===== config.mk =====
export PLATFORM = sky130hd
export DESIGN_NAME = scam_rr_channel_arbiter
export DESIGN_NICKNAME = d
export VERILOG_FILES = /design/src/rtl/scam_rr_channel_arbiter_pkg.sv /design/src/rtl/scam_rr_channel_arbiter_pick.sv /design/src/rtl/scam_rr_channel_arbiter.sv
export SDC_FILE = /design/constraint.sdc
export NUM_CORES = 1
export LEC_CHECK = 0
export CAP_MARGIN = 20
export CORE_ASPECT_RATIO = 0.8
export CORE_MARGIN = 2
export CORE_UTILIZATION = 40
export CTS_BUF_LIST = sky130_fd_sc_hd__clkbuf_16
export DETAILED_ROUTE_END_ITERATION = 8
export PLACE_DENSITY = 0.93
export RECOVER_POWER = 25
export SYNTH_ARGS = -nofsm -noshare
export SYNTH_HDL_FRONTEND = slang
export SYNTH_HIERARCHICAL = 1
export SYNTH_SLANG_ARGS = --single-unit

===== constraint.sdc =====
create_clock -name clk -period 4 [get_ports clk]
set_input_delay 0.6 -clock clk [delete_from_list [all_inputs] [get_ports clk]]
set_output_delay 0.6 -clock clk [all_outputs]
set_load 0.01 [all_outputs]

===== src/rtl/scam_rr_channel_arbiter_pkg.sv =====
// rtl/scam_rr_channel_arbiter_pkg.sv - shared types for the round-robin channel arbiter
package scam_arb_types;

  typedef enum logic [1:0] {ARB, TAKE, SEND} arb_state_t;

  localparam int CNT_W = 8;

endpackage


===== src/rtl/scam_rr_channel_arbiter_pick.sv =====
// rtl/scam_rr_channel_arbiter_pick.sv - combinational round-robin picker, search starts at ptr
module scam_rr_pick #(
  parameter int NUM_REQ = 4,
  localparam int IDX_W = $clog2(NUM_REQ)
) (
  input  logic [NUM_REQ-1:0] req,
  input  logic [IDX_W-1:0]   ptr,
  output logic               found,
  output logic [NUM_REQ-1:0] onehot,
  output logic [IDX_W-1:0]   idx
);

  logic [2*NUM_REQ-1:0] dbl;
  logic [NUM_REQ-1:0]   rot;

  // Rotate so that bit 0 of rot is requester ptr; the lowest set bit wins.
  assign dbl = {req, req};
  assign rot = NUM_REQ'(dbl >> ptr);

  always_comb begin
    int off;
    int cand;
    found  = 1'b0;
    onehot = '0;
    idx    = '0;
    off    = 0;
    cand   = 0;
    for (int k = NUM_REQ - 1; k >= 0; k--) begin
      if (rot[k]) begin
        found = 1'b1;
        off   = k;
      end
    end
    cand = int'(ptr) + off;
    if (cand >= NUM_REQ) cand = cand - NUM_REQ;
    idx = IDX_W'(cand);
    if (found) onehot = NUM_REQ'(1) << idx;
  end

endmodule


===== src/rtl/scam_rr_channel_arbiter.sv =====
// rtl/scam_rr_channel_arbiter.sv - shares one blocking channel among NUM_REQ producers, one word per grant
module scam_rr_channel_arbiter
  import scam_arb_types::*;
#(
  parameter int NUM_REQ = 4,
  parameter int DATA_W  = 32,
  localparam int IDX_W  = $clog2(NUM_REQ)
) (
  input  logic                      clk,
  input  logic                      rst,
  input  logic [NUM_REQ*DATA_W-1:0] req_in,
  input  logic [NUM_REQ-1:0]        req_in_sync,
  output logic [NUM_REQ-1:0]        req_in_notify,
  output logic [DATA_W-1:0]         b_out,
  input  logic                      b_out_sync,
  output logic                      b_out_notify,
  output logic [IDX_W+CNT_W-1:0]    m_out,
  output logic                      m_out_notify
);

  arb_state_t state, state_nxt;

  logic [IDX_W-1:0]   rr_ptr;
  logic [IDX_W-1:0]   grant;
  logic [DATA_W-1:0]  buf_q;
  logic [CNT_W-1:0]   xfer_cnt;
  logic [CNT_W-1:0]   cnt_inc;
  logic               pick_found;
  logic [NUM_REQ-1:0] pick_onehot;
  logic [IDX_W-1:0]   pick_idx;
  logic               take_fire;
  logic               send_fire;

  scam_rr_pick #(
    .NUM_REQ(NUM_REQ)
  ) u_pick (
    .req    (req_in_sync),
    .ptr    (rr_ptr),
    .found  (pick_found),
    .onehot (pick_onehot),
    .idx    (pick_idx)
  );

  assign take_fire = (state == TAKE) && req_in_sync[grant];
  assign send_fire = (state == SEND) && b_out_sync;
  assign cnt_inc   = xfer_cnt + CNT_W'(1);
  assign b_out     = buf_q;

  always_comb begin
    state_nxt = state;
    case (state)
      ARB:     if (pick_found) state_nxt = TAKE;
      TAKE:    if (take_fire)  state_nxt = SEND;
      SEND:    if (send_fire)  state_nxt = ARB;
      default: state_nxt = ARB;
    endcase
  end

  // Non-granted sync bits are only looked at in ARB, so the decision stays frozen until then.
  always_ff @(posedge clk or negedge rst) begin
    if (!rst) begin
      state         <= ARB;
      rr_ptr        <= '0;
      grant         <= '0;
      buf_q         <= '0;
      xfer_cnt      <= '0;
      req_in_notify <= '0;
      b_out_notify  <= 1'b0;
      m_out         <= '0;
      m_out_notify  <= 1'b0;
    end else begin
      state        <= state_nxt;
      m_out_notify <= 1'b0;
      case (state)
        ARB: begin
          if (pick_found) begin
            grant         <= pick_idx;
            req_in_notify <= pick_onehot;
          end
        end
        TAKE: begin
          if (take_fire) begin
            buf_q         <= req_in[grant*DATA_W +: DATA_W];
            req_in_notify <= '0;
            b_out_notify  <= 1'b1;
          end
        end
        SEND: begin
          if (send_fire) begin
            b_out_notify <= 1'b0;
            rr_ptr       <= (grant == IDX_W'(NUM_REQ - 1)) ? '0 : grant + IDX_W'(1);
            xfer_cnt     <= cnt_inc;
            m_out        <= {grant, cnt_inc};
            m_out_notify <= 1'b1;
          end
        end
        default: ;
      endcase
    end
  end

endmodule


==> key figures, run 1 <==
Synthesis
  – Commonest register cell after synthesis: dfrtp_1
  – Syn Std Cell Area: 3183 um2
  – Synthesized net count: 375
  – Post-synth top area share: 42.45%
  – Synth area leader: dfrtp_1
  – Post-synth EDFFs: 0
  – Main area contributors after synthesis: dfrtp_1 42%, mux4_2 23%, mux2_2 6.4%
  – Post-synthesis async set-or-reset flop share: 100.0%
  – Avg Inst Size Synth: 13.43 um2
  – Post-synthesis sequential area ratio: 42.45%
  – Yosys Warn Count: 6
  – Synth cell types: 39
  – Seq cells post-synth: 54
  – Syn Inst Count: 237

Cells and area
  – Fill cells: 591
  – N_diodes: 0
  – Layout cells sized above 1: 16.63%
  – Final Non-Filler Cells: 523
  – P&R area growth vs syn: 64.19%
  – NumNets Final: 552

Clocking
  – Clk sinks: 54
  – CTS Hold Bufs: 0
  – Total CTS buffers: 5
  – Clk root buf: clkbuf_16
  – Total setup buffers inserted after CTS: 0
  – TritonCTS clock tree: done
  – Worst-path clk slew: 70 ps
  – H-tree depth: 2
  – Clock Latency Late Sink: 280 ps
  – Clock Path Buffers: 2
  – Resized cells post-CTS: 0

Power
  – Peak supply drop: 291.9 uV
  – Pwr dens: 628.0 nW/um2
  – P_leak: 2.070 nW

Routing
  – 1st-iter DRT viols: 75
  – Drt wl/cell: 17.58 um
  – Vias: 2658
  – Initial DRT Pass Iterations: 4
  – DRC viols: 0
  – WL final: 9196 um
  – Final ANT Viol Nets: 0
  – Via density per instance: 5.082

Min path
  – Worst Hold Class: input port to async pin

Timing
  – Fmax: 0.3725 GHz
  – Layout Skew: 5.645 ps
  – Unrepaired setup endpoints after global routing: false
  – Worst slew pin tran: 880.0 ps
  – # setup viols final: 0
  – Total Neg Setup Slack: 0 ps
  – Final Hold Viols: 0
  – Post-route clock period utilization: 67.11%
  – Final Max Tran Viols: 0
  – Slew margin rel.: 41.33%
  – Final Critical Period: 2684 ps

GRT
  – Gr ovfl total: 0
  – Initial antenna violation count: 0
  – Vias in the first global route: 2915
  – GRT Util Overall: 21.95%
  – First-pass GRT wire length: 15040 um
  – Largest net degree at the start of global routing: 55

Floorplanning
  – Starting density of the core: 40.61%
  – Die Wd: 103.7 um
  – Die area: 8691 um2
  – Cell row count: 29
  – Core ar.: 7838 um2
  – Chip Height: 83.79 um
  – I/O pins: 183

Setup path
  – Crit path DAT: 2840 ps
  – Critical Path Fanout Max: 38
  – Critical path launch point type: flop
  – Critical path class: flop to flop
  – CP Capture Type: flop
  – Required @ worst endpoint: 4160 ps

Placement
  – DP Wirelength: 7348 um
  – RePlAce Congestion: 0.8036
  – IO Port Bufs: 182
  – Placed cells: 515

Outcome
  – Status: complete, no violations

Flow run
  – Max-Cap Viols: 0
state kept, by name, indices dropped and copies added, names as in the netlist:
signal,cells
b_out,32
m_out,10
req_in_notify,4
grant,2
rr_ptr,2
state,2
b_out_notify,1
m_out_notify,1
final cells by class:
class | count | area (um2) | share of cell area (%)
sequential | 54 | 1354 | 25.90
multi-input combinational | 163 | 1710 | 32.73
tap | 108 | 135.1 | 2.586
timing repair buffer | 186 | 1847 | 35.34
inverter | 4 | 15.01 | 0.2873
clock inverter | 3 | 40.04 | 0.7661
clock buffer | 5 | 125.1 | 2.394
worst paths after layout:
| check | endpoint | startpoint | cells after the start | slack, ps |
|---|---|---|---|---|
| worst max-delay path | b_out[20] | grant[1] | 4 | 1320 |
| worst min-delay path | b_out[11] | rst | 2 | 440 |
| worst max register to register | b_out[20] | grant[1] | 4 | 1320 |
| worst min register to register | m_out[7] | m_out[7] | 1 | 480 |
| max in group asynchronous | grant[1] | rst | 2 | 3060 |
| min in group clk | m_out[7] | m_out[7] | 1 | 480 |
power breakdown:
group / total [mW] / internal [mW] / switching (mW)
logic: 1.78 / 1.09 / 0.691
clock network: 0.475 / 0.293 / 0.182
registers: 1.02 / 0.793 / 0.231
critical path: stages (launching register included):
cell and delay, ps:
dfrtp_2 730, or3b_1 530, o22ai_4 580, buf_4 350, mux2_1 360
cell families after synthesis:
| kind of cell | share of synthesized area, % |
|---|---|
| mux | 36.48 |
| simple gates | 8.884 |
| flops | 42.45 |
| buf+inv | 4.048 |
| compound gates | 4.206 |
| xor+xnor | 2.751 |
| fa+ha+maj | 1.179 |
per-layer routing:
layer  part of all wire (%)  vias to the layer above  global-route usage, %
met5                      0                        -                      0
met4                    1.6                        0                  4.914
met3                    5.1                       15                  4.996
met2                     53                       95                  40.34
met1                     41                     1309                  26.45
li1                       -                     1239                      -
cell usage in the layout (no fill, tap or decap), types with 4 or more instances in the layout:
cell	synthesis	layout
clkdlybuf4s50_1	0	181
dfrtp_1	54	52
nand2_1	35	35
mux4_2	32	32
mux2_2	18	18
mux2_1	14	14
mux2i_1	8	8
o21ai_0	6	6
xor2_1	6	6
nor2_1	6	6
clkbuf_16	0	5
inv_1	4	4
xnor2_1	4	4
buf_4	2	4
per-stage QoR:
step                      worst slack, ps  util, %  hold slack (ps)  instance area [um2]  total power [mW]
final                                1316    66.68            441.9                 5226             3.282
after global routing                 1106    66.68            502.0                 5226             3.503
after CTS                            1276    66.68            469.2                 5226             3.322
after detailed placement             1010    64.58            469.8                 5061             2.841
after global placement               1123    64.58            458.2                 5061             2.760
after floorplan                      1973        -            304.4                 3183             2.094
Yosys cell counts, drive strengths merged, types with 2 or more instances:
cell type,number
buf,12
clkbuf,4
dfrtp,54
ha,3
inv,4
mux2,32
mux2i,8
mux4,32
nand2,35
nand2b,3
nand3,2
nand3b,2
nor2,6
nor2b,2
nor3,3
nor3b,2
nor4,3
o21ai,6
o22ai,2
or3b,2
xnor2,4
xor2,6
No activity file was read; power rests on OpenSTA's default activity.
==> inputs of run 2 (changes only) <==
CORE_UTILIZATION = 35   (was 40)
PLACE_DENSITY = 0.87   (was 0.93)
clock period = 2.25 ns   (was 4 ns; I/O delays follow)
==> run 2 against run 1 <==
Clock skew is 0.97 ps higher. Critical path type unchanged. Wire length is 1.2% lower. Hold slack worse by 85 ps. Largest cell class unchanged. Critical endpoint is now req_in_notify[1]. Sequential share of layout area is 0.64 points lower.
==> key figures, run 2 (synthesis gave the netlist of run 1 again) <==
Outcome
  – Status: complete, no violations

Setup path
  – CP max stage cell: dfrtp_1
  – Max stage delay on crit path: 520 ps
  – Critical path, cell by cell: nor2b_1 -> a221oi_1 -> o21ai_0 -> ha_1 -> nor2b_1 -> nand2_1 -> mux2i_1 -> nand2_1 -> o21ai_0
  – Required @ worst endpoint: 2450 ps
  – Critical Path Fanout Max: 11
  – Critical path class: flop to flop
  – Critical path launch point type: flop
  – R2r startpoint: rr_ptr[0]
  – Crit path DAT: 2290 ps
  – Buffers & Inverters on Critical Path: 0
  – Top delay family on crit path: simple AND/OR/NAND/NOR gates
  – CP startpoint: rr_ptr[0]
  – CP Capture Type: flop

Power
  – Final total power: 5.995 mW
  – Psw: 1.998 mW
  – Flop pwr share: 28.6%
  – P_leak: 2.130 nW
  – Sw frac: 33.32%
  – P_int: 3.998 mW
  – Pwr dens: 1119 nW/um2
  – Peak supply drop: 484.0 uV
  – Clock power share: 14.3%
  – Comb pwr share: 57.1%

Timing
  – Final Max Tran Viols: 0
  – Layout Skew: 6.612 ps
  – # setup viols final: 0
  – Worst slew pin tran: 1386 ps
  – Final Hold Viols: 0
  – Final Critical Period: 2092 ps
  – WHS: 357.0 ps
  – Slew margin rel.: 7.601%
  – Post-route clock period utilization: 92.98%
  – Unrepaired setup endpoints after global routing: false
  – Fmax: 0.4780 GHz
  – Total Neg Setup Slack: 0 ps

Min path
  – Worst Hold Class: input port to async pin

Clocking
  – Clk root buf: clkbuf_16
  – TritonCTS clock tree: done
  – Clock Path Buffers: 2
  – Worst-path clk slew: 70 ps
  – Total CTS buffers: 5
  – Clock Latency Late Sink: 290 ps
  – Clk sinks: 54
  – H-tree depth: 2

Cells and area
  – N_diodes: 0
  – Most common cell after layout, fill and taps aside: clkdlybuf4s50_1
  – Final Cell Area: 5358 um2
  – Fill cells: 716
  – P&R area growth vs syn: 68.32%
  – Largest register FFs: 32
  – Commonest cells after routing, fill and taps aside: 181 x clkdlybuf4s50_1, 52 x dfrtp_1, 35 x nand2_1, 32 x mux4_2, 18 x mux2_2
  – Layout cells sized above 1: 18.82%
  – Fin util: 59.80%
  – NumNets Final: 562

Floorplanning
  – Core ar.: 8960 um2
  – Starting density of the core: 35.53%
  – Die area: 9878 um2
  – Chip Height: 89.30 um
  – Die Wd: 110.6 um
  – I/O pins: 183
  – Cell row count: 31

Routing
  – 1st-iter DRT viols: 54
  – WL final: 9087 um
  – Vias: 2704
  – Via density per instance: 5.007
  – Drt wl/cell: 16.83 um
  – Final ANT Viol Nets: 0
  – DRC viols: 0
  – Initial DRT Pass Iterations: 4

Placement
  – RePlAce Congestion: 0.8885
  – DP Wirelength: 7335 um
  – Placement Cell Area: 5195 um2
  – IO Port Bufs: 182

Flow run
  – Max-Cap Viols: 0

GRT
  – GRT Util Overall: 18.02%
  – Vias in the first global route: 2849
  – Initial antenna violation count: 0
  – Gr ovfl total: 0
  – First-pass GRT wire length: 14050 um
  – Largest net degree at the start of global routing: 31
## run 2: cell types whose count changed in the layout (fill, tap and decap cells not counted), sizes merged
cell,change
buf,+8
clkbuf,+2
## run 2: power by group through the flow
| stage | Clock, mW | Sequential [mW] | Combinational (mW) |
|---|---|---|---|
| 3_3_place_gp | 0 | 1.71 | 3.36 |
| 4_1_cts | 0.887 | 1.72 | 3.47 |
| 3_5_place_dp | 0 | 1.73 | 3.45 |
| 5_1_grt | 0.926 | 1.78 | 3.69 |
| 2_1_floorplan | 0 | 1.84 | 1.89 |
| 6_report | 0.858 | 1.72 | 3.42 |
## run 2: cell type report
| class | instances | area (um2) | area share, % |
|---|---|---|---|
| clock buffer | 5 | 125.1 | 2.335 |
| multi-input combinational | 163 | 1724 | 32.18 |
| tap | 115 | 143.9 | 2.686 |
| timing repair buffer | 196 | 1956 | 36.50 |
| inverter | 4 | 15.01 | 0.2802 |
| clock inverter | 3 | 40.04 | 0.7473 |
| sequential | 54 | 1354 | 25.27 |
## run 2: routing by layer
metal	up-vias	routed length [um]	track usage (%)
li1	1264	-	-
met1	1295	3628	21.69
met2	137	4594	31.46
met3	8	798	6.847
met4	0	66	4.091
met5	-	0	0
## run 2: worst paths after layout
path	end	slack (ps)	cells past startpoint
worst min-delay path	b_out[18]	360	1
worst max register to register	req_in_notify[1]	160	9
max in group asynchronous	grant[1]	430	2
worst max-delay path	req_in_notify[1]	160	9
min in group clk	m_out[7]	480	1
worst min register to register	m_out[7]	480	1
## run 2: repair_timing
action	in CTS	in global routing
hold buffers	0	0
endpoints found under the setup margin	0	5
endpoints found under the hold margin	0	0
setup buffers	0	0
gates resized for setup	0	2
## run 2: through the flow
step	setup WS [ps]	std cells
finish	158.0	540
floorplan	411.8	237
global route	5.364	540
CTS	144.2	540
detailed placement	-155.3	532
global placement	-7.341	532
## run 2: worst reg2reg max path, cell delays in order, from the launching register on
cell and delay [ps]:
dfrtp_1 520, nor2b_1 220, a221oi_1 260, o21ai_0 120
ha_1 320, nor2b_1 160, nand2_1 90, mux2i_1 150
nand2_1 60, o21ai_0 110
==> RTL edit 1 (config.mk and constraints of run 2) <==
Add an input register stage for `req_in`, `req_in_sync` and `b_out_sync`, cleared by the reset; this delays them by one clock.
--- a/src/rtl/scam_rr_channel_arbiter.sv
+++ b/src/rtl/scam_rr_channel_arbiter.sv
@@ -18,6 +18,22 @@
   output logic                      m_out_notify
 );
 
+  logic [NUM_REQ*DATA_W-1:0] req_q;
+  logic [NUM_REQ-1:0] req_in_sync_q;
+  logic b_out_sync_q;
+
+  always_ff @(posedge clk or negedge rst) begin
+    if (!rst) begin
+      req_q         <= '0;
+      req_in_sync_q <= '0;
+      b_out_sync_q  <= '0;
+    end else begin
+      req_q         <= req_in;
+      req_in_sync_q <= req_in_sync;
+      b_out_sync_q  <= b_out_sync;
+    end
+  end
+
   arb_state_t state, state_nxt;
 
   logic [IDX_W-1:0]   rr_ptr;
@@ -34,15 +50,15 @@
   scam_rr_pick #(
     .NUM_REQ(NUM_REQ)
   ) u_pick (
-    .req    (req_in_sync),
+    .req    (req_in_sync_q),
     .ptr    (rr_ptr),
     .found  (pick_found),
     .onehot (pick_onehot),
     .idx    (pick_idx)
   );
 
-  assign take_fire = (state == TAKE) && req_in_sync[grant];
-  assign send_fire = (state == SEND) && b_out_sync;
+  assign take_fire = (state == TAKE) && req_in_sync_q[grant];
+  assign send_fire = (state == SEND) && b_out_sync_q;
   assign cnt_inc   = xfer_cnt + CNT_W'(1);
   assign b_out     = buf_q;
 
@@ -80,7 +96,7 @@
         end
         TAKE: begin
           if (take_fire) begin
-            buf_q         <= req_in[grant*DATA_W +: DATA_W];
+            buf_q         <= req_q[grant*DATA_W +: DATA_W];
             req_in_notify <= '0;
             b_out_notify  <= 1'b1;
           end
Behaviour: not the same (Yosys sat finds a counterexample within 4 cycles, from zero or initial values and one cycle with rst low).
==> RTL edit 1 against run 2 <==
- cell area up 75%
- total power up 82%
- sequential cell count up 133
- sequential share of layout area rose by 25 points
- area after synthesis increased by 110%
- wire length rose by 57%
- setup slack better by 0.026 ns
- largest cell class is now sequential cells
- utilization shrank 8.6 points
- highest routed layer unchanged
- synthesized cell count grew 56%
==> RTL edit 1: results (changes against run 2) <==
outcome: "complete, no violations"  # unchanged
yosys-top-cells-area: "dfrtp_1 (71%), mux4_2 (11%), mux2_4 (3.2%), mux2_2 (3.1%), nand2_1 (2.0%)"  # was dfrtp_1 (42%), mux4_2 (23%), mux2_2 (6.4%), mux2_1 (5.0%), nand2_1 (4.1%)
cp.arrival_ns: 2.41  # was 2.29 ns
swShare_pct: 29.9  # was 33.3%
fin_nets: 707  # was 562
clock_skew_ns: 0.0117  # was 0.00661 ns
ir_drop_mv: 0.493  # was 0.484 mV
fill_cells: 1494  # was 716
clockRootBuffer: "clkbuf_16"  # unchanged
top_register: "req_q"
startpoint: "rr_ptr[0]"  # unchanged
port_buffers: 182  # unchanged
postSynthAreaPerCell_um2: 17.8  # was 13.4 µm²
crit_fanout: 11  # unchanged
seq_area_frac_synth_pct: 71.1  # was 42.5%
routed_wl_mm: 14.2  # was 9.09 mm
drive_above_1_share_pct: 20.6  # was 18.8%
grt_pass1_wl_mm: 22.5  # was 14.0 mm
clk_pin_slew_ns: 0.07  # about the same
syn-num-nets: 508  # was 375
holdWs_ns: 0.359  # was 0.357 ns
comb_power_share_pct: 33.2  # was 57.1%
clk_latency_ns: 0.42  # was 0.29 ns
hold_class: "input port to flop"  # was input port to asynchronous set/reset pin
leakagePower_nw: 3.97  # was 2.13 nW
dp_slack_ns: 0.177  # was -0.155 ns
vias_per_cell: 4.61  # was 5.01
drtIter0Drc: 172  # was 54
max_slew_margin_pct: 56.3  # was 7.60%
grt_usage_pct: 14.9  # was 18.0%
reg2reg_depth: 9  # unchanged
gp_congestion: 0.782  # was 0.889
p_seq_share_pct: 39.5  # was 28.6%
fin_crit_sh_pct: 91.8  # was 93.0%
grt_use_met3_pct: 5.36  # was 6.85%
drtPass1Iterations: 4  # unchanged
numCtsBuffers: 17  # was 5
met2_usage_pct: 23.8  # was 31.5%
pwr_density_cell_nw_per_um2: 1170  # was 1120 nW/µm²
cts_max_level: 4  # was 2
synthTopCellsByCount: "dfrtp_1 (187), nand2_1 (35), mux4_2 (32)"  # was dfrtp_1 (54), nand2_1 (35), mux4_2 (32)
use_met1_pct: 18.9  # was 21.7%
setup_viol: 0  # unchanged
post-dp-hpwl_mm: 10.2  # was 7.33 mm
grt_pass1_vias: 4289  # was 2,849
final_cells: 835  # was 540
largest_reg_flops: 128  # was 32
dp_cells: 802  # was 532
grt_start_max_net_pins: 63  # was 31
async_flop_share_pct: 100  # unchanged
-- RTL edit 1: cell types whose count changed in the layout (fill, tap and decap cells not counted), sizes merged --
cell / run 2 / this run
dfrtp: 54 / 187
dlygate4sd3: 0 / 106
clkdlybuf4s50: 181 / 76
clkbuf: 7 / 17
clkinv: 2 / 8
inv: 4 / 10
buf: 13 / 14
-- RTL edit 1: cell type report --
class	count	area, µm²	area share, %
flip-flops and latches	187	4680	50.0
clock inverters	15	179	1.91
inverters	4	15.0	0.160
well taps	253	317	3.38
multi-input cells	163	1780	19.0
clock buffers	17	425	4.54
repair buffers	196	1970	21.0
-- RTL edit 1: repair_timing --
item	in CTS	in global routing
hold endpoints to repair	41	0
resized for setup	0	4
endpoints found under the setup margin	0	2
hold buffers	1	0
setup buffers	0	0
-- RTL edit 1: cell families (layout without fill, tap and decap cells) --
logic type | Yosys count | in the layout | synth area share (%)
and+or+nand+nor | 61 | 61 | 4.30
muxes | 72 | 72 | 18.4
AOI/OAI and AO/OA | 17 | 17 | 2.04
xor gates and xnor gates | 10 | 10 | 1.33
buffers and inverters | 20 | 232 | 2.19
DFF | 187 | 187 | 71.1
adders and majority gates | 3 | 3 | 0.571
-- RTL edit 1: critical path, stage by stage, from the launching register on --
cell and delay [ns]:
dfrtp_2 0.48, nor2b_1 0.19, a221oi_2 0.24, o21ai_0 0.11, ha_1 0.32, nor2b_1 0.17, nand2_1 0.10, mux2i_1 0.20
nand2_1 0.09, o21ai_0 0.10
-- RTL edit 1: metrics by stage --
step	util, %	area (µm²)
after detailed placement	47.8	8730
after global placement	47.8	8730
final	51.2	9370
after floorplan	-	6580
after CTS	51.2	9350
after global routing	51.2	9370
-- RTL edit 1: layer usage --
layer	part of all wire [%]	vias up
li1	-	1702
met3	8.6	20
met2	48	171
met4	1.6	0
met1	41	1954
met5	0	-
==> RTL edit 2 (flow settings as in run 2) <==
Without the edit above. The package constant `CNT_W` goes from 8 to 12.
--- a/src/rtl/scam_rr_channel_arbiter_pkg.sv
+++ b/src/rtl/scam_rr_channel_arbiter_pkg.sv
@@ -3,7 +3,7 @@
 
   typedef enum logic [1:0] {ARB, TAKE, SEND} arb_state_t;
 
-  localparam int CNT_W = 8;
+  localparam int CNT_W = 12;
 
 endpackage
 
Ports: changed (resized m_out); port bits go from 183 to 187. No check against the original RTL was run, so the function may have changed too.
==> RTL edit 2 against run 2 <==
- cell area is 7.2% higher
- sequential share of layout area grew 0.069 points
- via count grew 9.1%
- area after synthesis is 6.1% higher
- sequential cell count up 4
- clock power rose by 56%
- total power increased by 10%
- wire length grew 7.8%
- setup slack got worse by 0.041 ns
- largest cell class unchanged
==> RTL edit 2: results (changes against run 2) <==
clockBufferDepth: 2  # unchanged
syn-num-nets: 393  # was 375
wl_per_cell_um: 17.0  # was 16.8 µm
leakagePower_nw: 2.31  # was 2.13 nW
port_buffers: 186  # was 182
final_util_pct: 60.3  # was 59.8%
fin_nets: 589  # was 562
drive_above_1_share_pct: 19.5  # was 18.8%
yosys-top-cells-area: "dfrtp_1 (43%), mux4_2 (21%), mux2_2 (6.0%), mux2_1 (4.7%), nand2_1 (4.1%)"  # was dfrtp_1 (42%), mux4_2 (23%), mux2_2 (6.4%), mux2_1 (5.0%), nand2_1 (4.1%)
grt_start_max_net_pins: 33  # was 31
crit_fanout: 5  # was 11
ir_drop_mv: 0.643  # was 0.484 mV
cp_top_family: "buffers and inverters"  # was simple AND/OR/NAND/NOR gates
drtPass1Iterations: 5  # was 4
cts_max_level: 3  # was 2
r2r-end: "req_in_notify[3]"  # was req_in_notify[1]
ff2ff_setup_slack_ns: 0.12  # was 0.16 ns
grt_usage_pct: 19.0  # was 18.0%
hold_class: "input port to asynchronous set/reset pin"  # unchanged
synth.distinct_cells: 41  # was 39
dp_slack_ns: -0.245  # was -0.155 ns
clock_skew_ns: 0.00704  # was 0.00661 ns
numCtsBuffers: 9  # was 5
grt_pass1_wl_mm: 15.5  # was 14.0 mm
holdWs_ns: 0.376  # was 0.357 ns
outcome: "complete, no violations"  # unchanged
synthTopCellsByCount: "dfrtp_1 (58), nand2_1 (37), mux4_2 (32)"  # was dfrtp_1 (54), nand2_1 (35), mux4_2 (32)
vias_per_cell: 5.13  # was 5.01
seq_area_frac_synth_pct: 43.0  # was 42.5%
cpPeakStageDelay_ns: 0.55  # was 0.52 ns
drtIter0Drc: 113  # was 54
-- RTL edit 2: cell count changes in the layout (fill, tap and decap cells not counted), moves of 3 or more --
cell	delta
clkbuf_16	+4
nor4_1	+4
clkinvlp_4	+3
dfrtp_1	+3
-- RTL edit 2: layout make-up --
class | instances | area (µm²) | area share, %
clock buffer | 9 | 225 | 3.92
clock inverter | 7 | 78.8 | 1.37
inverter | 6 | 22.5 | 0.392
multi-input combinational | 175 | 1800 | 31.4
sequential | 58 | 1460 | 25.3
tap | 119 | 149 | 2.59
timing repair buffer | 201 | 2010 | 35.0
-- RTL edit 2: stage by stage --
step	instance area, µm²	TNS (ns)	cells
after global placement	5420	-0.144	558
final	5740	0	575
after global routing	5740	-0.101	575
after floorplan	3380	0	255
after CTS	5730	0	575
after detailed placement	5420	-1.02	558
-- RTL edit 2: how the worst max path moves through the flow --
stage          depth (start not counted)  slack, ns                to      startpoint
2_1_floorplan                         10       0.41  req_in_notify[2]       rr_ptr[0]
3_3_place_gp                          10      -0.03  req_in_notify[3]  req_in_sync[0]
3_5_place_dp                          10      -0.24  req_in_notify[3]  req_in_sync[0]
4_1_cts                               10       0.09  req_in_notify[3]  req_in_sync[0]
5_1_grt                               11      -0.04  req_in_notify[3]  req_in_sync[3]
6_report                              10       0.12  req_in_notify[3]  req_in_sync[1]
-- RTL edit 2: timing repair --
action | CTS | global route
setup endpoints to repair | 0 | 4
hold endpoints to repair | 3 | 0
setup buffers | 0 | 0
hold buffers | 1 | 0
resized for setup | 0 | 5
-- RTL edit 2: power groups by stage --
stage	combinational (W)	sequential, W	clock (W)
CTS	0.00348	0.00182	0.00138
global route	0.00372	0.00189	0.00144
global placement	0.00336	0.00180	0
finish	0.00343	0.00182	0.00134
detailed placement	0.00346	0.00183	0
floorplan	0.00191	0.00192	0
-- RTL edit 2: kinds of logic (layout without fill, tap and decap cells) --
| family | count (synthesis) | after routing | synth area share, % |
|---|---|---|---|
| AO/OA/AOI/OAI | 17 | 17 | 3.97 |
| flip-flops | 58 | 58 | 43.0 |
| buffers and inverters | 22 | 223 | 4.08 |
| adder cells (fa/ha/maj) | 3 | 3 | 1.11 |
| XOR/XNOR | 14 | 14 | 3.63 |
| AND/OR/NAND/NOR | 69 | 69 | 9.82 |
| multiplexers | 72 | 72 | 34.4 |
-- RTL edit 2: metal layers --
metal  global-route usage (%)  vias to the layer above  part of all wire [%]
met2                     34.0                      122                    52
met4                     5.59                        0                   1.5
met5                        0                        -                     0
met1                     22.0                     1461                    39
met3                     5.62                       18                   7.6
li1                         -                     1350                     -
